### src/rtl/ram_rd_check.sv
// Read-back checker for the RAM pattern generator: snoops en/we/addr, realigns each
// qualifying read to its data after RD_LAT clocks and checks it against RAM[a] = a.
module ram_rd_check #(
    parameter int ADDR_W    = 5,
    parameter int DATA_W    = 8,
    parameter int RD_LAT    = 1,
    parameter int ERR_CNT_W = 8
) (
    input  logic                 sys_clk,
    input  logic                 sys_rst,
    input  logic                 ram_en,
    input  logic                 ram_we,
    input  logic [ADDR_W-1:0]    ram_addr,
    input  logic [DATA_W-1:0]    ram_rdata,
    input  logic                 chk_clr,
    output logic                 rd_valid,
    output logic                 err,
    output logic                 err_flag,
    output logic [ERR_CNT_W-1:0] err_cnt,
    output logic [ADDR_W-1:0]    first_err_addr,
    output logic [DATA_W-1:0]    first_err_data,
    output logic                 pass_done,
    output logic                 pass_ok,
    output logic [15:0]          pass_cnt
);

    localparam logic [ADDR_W:0] WR_FULL = {1'b1, {ADDR_W{1'b0}}};

    typedef enum logic [1:0] {
        IDLE  = 2'd0,
        WRITE = 2'd1,
        READ  = 2'd2
    } state_t;

    state_t                          state, state_nxt;
    logic [ADDR_W:0]                 wr_cnt, wr_cnt_nxt;
    logic                            wr_issue, rd_issue;
    logic                            rd_checked, idle_entry;
    logic [RD_LAT-1:0]               pipe_vld;
    logic [RD_LAT-1:0][ADDR_W-1:0]   pipe_addr;
    logic                            tail_vld;
    logic [ADDR_W-1:0]               tail_addr;
    logic                            mis_now, pass_now;
    logic                            pass_err;
    logic                            first_seen;

    assign wr_issue = ram_en & ram_we;
    assign rd_issue = ram_en & ~ram_we;

    always_ff @(posedge sys_clk) begin
        if (sys_rst) begin
            state  <= IDLE;
            wr_cnt <= '0;
        end else begin
            state  <= state_nxt;
            wr_cnt <= wr_cnt_nxt;
        end
    end

    // Reads only qualify once a complete write sweep has filled the RAM.
    always_comb begin
        state_nxt  = state;
        wr_cnt_nxt = wr_cnt;
        rd_checked = 1'b0;
        idle_entry = 1'b0;
        case (state)
            IDLE: begin
                if (wr_issue) begin
                    state_nxt  = WRITE;
                    wr_cnt_nxt = (ADDR_W+1)'(1);
                end
            end
            WRITE: begin
                if (wr_issue) begin
                    if (wr_cnt != WR_FULL)
                        wr_cnt_nxt = wr_cnt + (ADDR_W+1)'(1);
                end else if (rd_issue) begin
                    if (wr_cnt == WR_FULL) begin
                        state_nxt  = READ;
                        rd_checked = 1'b1;
                    end else begin
                        state_nxt  = IDLE;
                        idle_entry = 1'b1;
                    end
                end
            end
            READ: begin
                if (rd_issue) begin
                    rd_checked = 1'b1;
                end else if (wr_issue) begin
                    state_nxt  = WRITE;
                    wr_cnt_nxt = (ADDR_W+1)'(1);
                end
            end
            default: state_nxt = IDLE;
        endcase
    end

    always_ff @(posedge sys_clk) begin
        if (sys_rst) begin
            pipe_vld  <= '0;
            pipe_addr <= '0;
        end else begin
            pipe_vld[0]  <= rd_checked;
            pipe_addr[0] <= ram_addr;
            for (int i = 1; i < RD_LAT; i++) begin
                pipe_vld[i]  <= pipe_vld[i-1];
                pipe_addr[i] <= pipe_addr[i-1];
            end
        end
    end

    assign tail_vld  = pipe_vld[RD_LAT-1];
    assign tail_addr = pipe_addr[RD_LAT-1];
    assign mis_now   = tail_vld & (ram_rdata != DATA_W'(tail_addr));
    assign pass_now  = tail_vld & (&tail_addr);

    // A clear coinciding with an event is applied first, then the event is recorded.
    always_ff @(posedge sys_clk) begin
        if (sys_rst) begin
            rd_valid       <= 1'b0;
            err            <= 1'b0;
            pass_done      <= 1'b0;
            err_flag       <= 1'b0;
            err_cnt        <= '0;
            first_seen     <= 1'b0;
            first_err_addr <= '0;
            first_err_data <= '0;
            pass_ok        <= 1'b0;
            pass_cnt       <= '0;
            pass_err       <= 1'b0;
        end else begin
            rd_valid  <= tail_vld;
            err       <= mis_now;
            pass_done <= pass_now;
            if (chk_clr) begin
                err_flag       <= 1'b0;
                err_cnt        <= '0;
                first_seen     <= 1'b0;
                first_err_addr <= '0;
                first_err_data <= '0;
                pass_ok        <= 1'b0;
                pass_cnt       <= '0;
            end
            if (mis_now) begin
                err_flag <= 1'b1;
                if (chk_clr)
                    err_cnt <= ERR_CNT_W'(1);
                else if (err_cnt != '1)
                    err_cnt <= err_cnt + ERR_CNT_W'(1);
                if (!first_seen || chk_clr) begin
                    first_seen     <= 1'b1;
                    first_err_addr <= tail_addr;
                    first_err_data <= ram_rdata;
                end
            end
            if (pass_now) begin
                pass_ok <= ~(pass_err | mis_now);
                if (chk_clr)
                    pass_cnt <= 16'd1;
                else if (pass_cnt != 16'hFFFF)
                    pass_cnt <= pass_cnt + 16'd1;
            end
            if (pass_now || idle_entry)
                pass_err <= 1'b0;
            else if (mis_now)
                pass_err <= 1'b1;
        end
    end

endmodule

### config.mk
export PLATFORM = sky130hd
export DESIGN_NAME = ram_rd_check
export DESIGN_NICKNAME = d
export VERILOG_FILES = /design/src/rtl/ram_rd_check.sv
export SDC_FILE = /design/constraint.sdc
export NUM_CORES = 1
export LEC_CHECK = 0
export ABC_AREA = 1
export CAP_MARGIN = 20
export CORE_AREA = 2 2 101 103
export CTS_BUF_LIST = sky130_fd_sc_hd__clkbuf_8
export CTS_CLUSTER_SIZE = 20
export DETAILED_ROUTE_END_ITERATION = 7
export DIE_AREA = 0 0 103 105
export DONT_BUFFER_PORTS = 1
export GPL_TIMING_DRIVEN = 0
export MAX_ROUTING_LAYER = met4
export SYNTH_ARGS = -nofsm -noshare
export SYNTH_HDL_FRONTEND = slang
export SYNTH_SLANG_ARGS = --single-unit
### constraint.sdc
create_clock -name sys_clk -period 1.6 [get_ports sys_clk]
set_input_delay 0.48 -clock sys_clk [delete_from_list [all_inputs] [get_ports sys_clk]]
set_output_delay 0.48 -clock sys_clk [all_outputs]
set_load 0.005 [all_outputs]
==> run summary <==
The net switching power of the design is 764 µW. IR analysis of the VDD net gives a maximum drop of 0.344 mV. Counting flops with a built-in enable in the synthesized netlist gives 0. In this run the number of H-tree levels came out at 3.

The quantity of hold-fixing buffers added after cts was 0; the part of the total power dissipated in combinational logic was 0.065. The post-placement setup slack was -0.125 ns; the maximum number of pins on one net before global-route repair was 11. The share of total power in the clock network was 0.457. TritonCTS built the clock tree. The maximum clock rate is 676 MHz, and the overall die width is 103 µm. The synthesis-stage register bit count works out to 58.

The share of post-route cells with drive strength above 1 was 0.141. By startpoint and endpoint, the worst setup path is classified as register to register. The Yosys step of the flow raised 0 warnings.

The routed design could run at a clock period as short as 1.48 ns. For the final cell utilization of the core, the log shows 0.379. The count of nets left with antenna violations after detail routing was 0; the summed instance area of the synthesized netlist was 0.00314 mm². Summed over all nets, the half-perimeter wirelength after detailed placement is 5.88 mm. Largest fanout of any net on the critical path: 7.

Setup slack of the worst register-to-register path: 0.12 ns. Mean cell area of the mapped netlist: 6.51 µm². On the final layout, the worst clock skew is 0.0107 ns.

In the routed design, unresolved DRC markers number 0. Clock root buffer: clkbuf_8. Setup slack on the critical path of the routed design comes to 0.120 ns. The clock reaches the later pin of the worst-skew pair after 0.34 ns. The die covers 0.0108 mm². For this design the top-level I/O count stands at 60. The critical path depth is 10, and the sequential fraction of design power is 0.478. The arrival time of data at the critical path endpoint is 1.69 ns, and the number of clock buffers inserted by TritonCTS is 9. The final setup violation count was 0. The worst setup path is launched from a register.

For the effective utilization at floorplan, the log shows 0.326. The synthesized-area fraction occupied by xor and xnor cells came out at 0.00837. The endpoint of the most critical register-to-register path was wr_cnt[5].

The worst register-to-register path begins at state[1]. The most common cell in the netlist was nand2_1. The power density normalized to cell area was 845 mW/mm².

Among all stages on the critical path, the largest delay is contributed by dfxtp_4. For this design the static power due to leakage is 1.54 nW. CTS saw 58 sinks.

Setup repair after global routing could not meet its margin everywhere. For the number of nets in the final layout, the log shows 526. The largest single stage delay on the critical path is 0.34 ns. For the global-route wire length before repair, the log shows 13.1 mm.

Broken down by cell family, the worst path's largest delay share belongs to simple AND/OR/NAND/NOR gates. The number of global-route vias before repair is 2,803, and the layout overhead on the synthesized area is 16.3%. Fraction of synthesis flops using an asynchronous set or reset pin: 0.

Counting the fill cells in the layout gives 1,052. The all-layer global routing usage is 0.158, and the portion of the clock cycle consumed by the worst path in the final layout is 0.925. The repair_antennas step left the layout with diodes totalling 0.

Once placement finished, the instance area stood at 0.00331 mm². The netlist uses 33 different library cells. When the netlist entered floorplanning its net count stood at 508. The sequential area share after synthesis came out at 0.370. After clock tree synthesis, the clock-pin slew on the worst setup and hold paths is 0.06 ns. For this block, the via count after detailed routing is 3,030. The element type at the critical path end was a register. The worst relative slew slack was 0.664; the switching power as a share of total power was 0.247. For this block, the initial DRC count from the detailed router was 159. The simple-gate portion of the synthesized area is 0.405. The overall overflow remaining after global route came out at 0.

Proportion of synthesized area in mux cells: 0. The tools report the final standard cell area without fillers as 0.00365 mm². Cell type with the largest total area after synthesis: dfxtp_1. Measured in cells, the most critical reg-to-reg path has a length of 10.

The number of standard cells after synthesis is 482. The routed wire length per instance was 12.8 µm; the number of detailed-routing iterations run before antenna repair was 5. The flow ran to the end, and the final reports show no timing, DRC or antenna violations. The weighted congestion at the end of routability-driven global placement was 0.850. Yosys attributes the largest share of cell area to dfxtp_1, nand2_1, nor2_1. Walking the worst path, the cells encountered are inv_1 > ha_4 > inv_4 > nand2_1 > a22oi_2 > nand2_2 > nor2_4 > nor2_1 > nor2_1 > nor2_1. The area share of fa/ha/maj cells after synthesis works out to 0.0319. For the count of endpoints failing hold in the final timing report, the log shows 0. Top-area cell type share of the netlist area: 0.370. For this run, the leading register cell type out of synthesis is dfxtp_1. The tools report the end of the worst hold path as pass_done. The floorplan has 36 rows.

The die height was 105 µm; the worst endpoint required time was 1.81 ns. Dividing the detail-routed via count by the number of cells gives 4.75. The library cell appearing most often on the critical path was nor2_1.

The number of buffers between clock root and the deepest sink came out at 2. Worst min-delay path class: primary input to register. The run gives 0 as the total count of max-transition violations in the final report. The share of the synthesized area in compound gates (AO/OA/AOI/OAI) was 0.0813; the internal power of the cells was 2.32 mW.

The core region is 0.00964 mm². Sorting the synthesized cells by how often they occur yields nand2_1, nor2_1, dfxtp_1. The startpoint identified for the worst hold timing path is sys_rst. Worst hold margin: 0.237 ns. The main combinational cell family by area after synthesis is simple AND/OR/NAND/NOR gates. The measured slew at the worst slew-check pin was 0.504 ns. Counting both buffers and inverters, the worst setup path holds a total of 2. The final layout contains routed wiring with a total length of 8.18 mm. Across the run, the number of max-cap violations was 0.

The number of antenna violations at the first check in global routing is 0. Port buffering added 0 buffers. The cell depth of the worst min-delay path came out at 1.
[per-stage QoR]
step           TNS, ns  power (mW)  cells
3_5_place_dp    -0.811        1.68    615
5_1_grt        -0.0319        3.22    638
3_3_place_gp    -0.342        1.67    615
2_1_floorplan        0        1.63    482
6_report             0        3.08    638
4_1_cts              0        3.11    634
[worst max-delay path by stage]
stage / startpoint / end
finish: state[1] / wr_cnt[5]
floorplan: state[1] / wr_cnt[5]
global route: state[0] / state[0]
global placement: state[1] / wr_cnt[5]
CTS: state[1] / wr_cnt[5]
detailed placement: state[1] / wr_cnt[5]
[cell families after synthesis]
kind of cell               Yosys count
and+or+nand+nor                    289
AOI/OAI and AO/OA                   49
adders and majority gates            8
buffers and inverters               75
xor gates and xnor gates             3
DFF                                 58
[per-layer routing]
layer | GRT usage | wire length (µm) | up-vias
li1 | - | - | 1561
met1 | 0.189 | 3630 | 1363
met2 | 0.242 | 3860 | 92
met3 | 0.0582 | 537 | 14
met4 | 0.0555 | 156 | 0
met5 | - | 0 | -
[final cells by class]
class                   count  area, µm²  area share
plain buffers              13       86.3      0.0236
repair buffers              7       52.6      0.0144
inverters                  62        243      0.0665
well taps                 133        166      0.0456
multi-input cells         349       1720       0.471
clock buffers              11        151      0.0415
flip-flops and latches     58       1180       0.323
clock inverters             5       52.6      0.0144
[flip-flops by register name, indices dropped and copies added (netlist names), 2 cells and up]
| signal | flops |
|---|---|
| first_err_addr | 5 |
| first_err_data | 8 |
| pipe_addr | 5 |
| wr_cnt | 6 |
| pass_cnt | 16 |
| err_cnt | 8 |
| state | 2 |
[power groups by stage]
stage / Combinational, mW / Sequential, mW / Clock [mW]
6_report: 0.201 / 1.48 / 1.41
5_1_grt: 0.228 / 1.48 / 1.52
4_1_cts: 0.180 / 1.48 / 1.45
3_5_place_dp: 0.165 / 1.51 / 0
3_3_place_gp: 0.160 / 1.51 / 0
2_1_floorplan: 0.125 / 1.51 / 0
[cells in the final DEF (no fill, tap or decap), types with 2 or more instances in the layout]
cell type,instances
nand3_4,2
ha_4,2
nand2_4,2
nand3_1,28
clkbuf_8,11
nor2_2,6
nand3_2,2
dfxtp_4,4
nor2_4,4
buf_6,2
inv_2,3
nor2_1,82
nand2_1,122
xor2_1,2
nor3_1,20
buf_1,2
dfxtp_2,3
o21ai_0,25
buf_2,3
buf_4,9
inv_1,56
nand2_2,7
ha_1,6
o21bai_1,2
a21oi_1,18
clkinv_2,3
dfxtp_1,51
clkbuf_1,3
o21ai_1,2
nand4_1,12
inv_4,2
[repair_timing]
action | 4_1_cts | 5_1_grt
pin swaps | 3 | 7
resized for setup | 8 | 23
buffers inserted | 3 | 4
setup endpoints to repair | 15 | 40
Power figures use the tool's default switching activity.
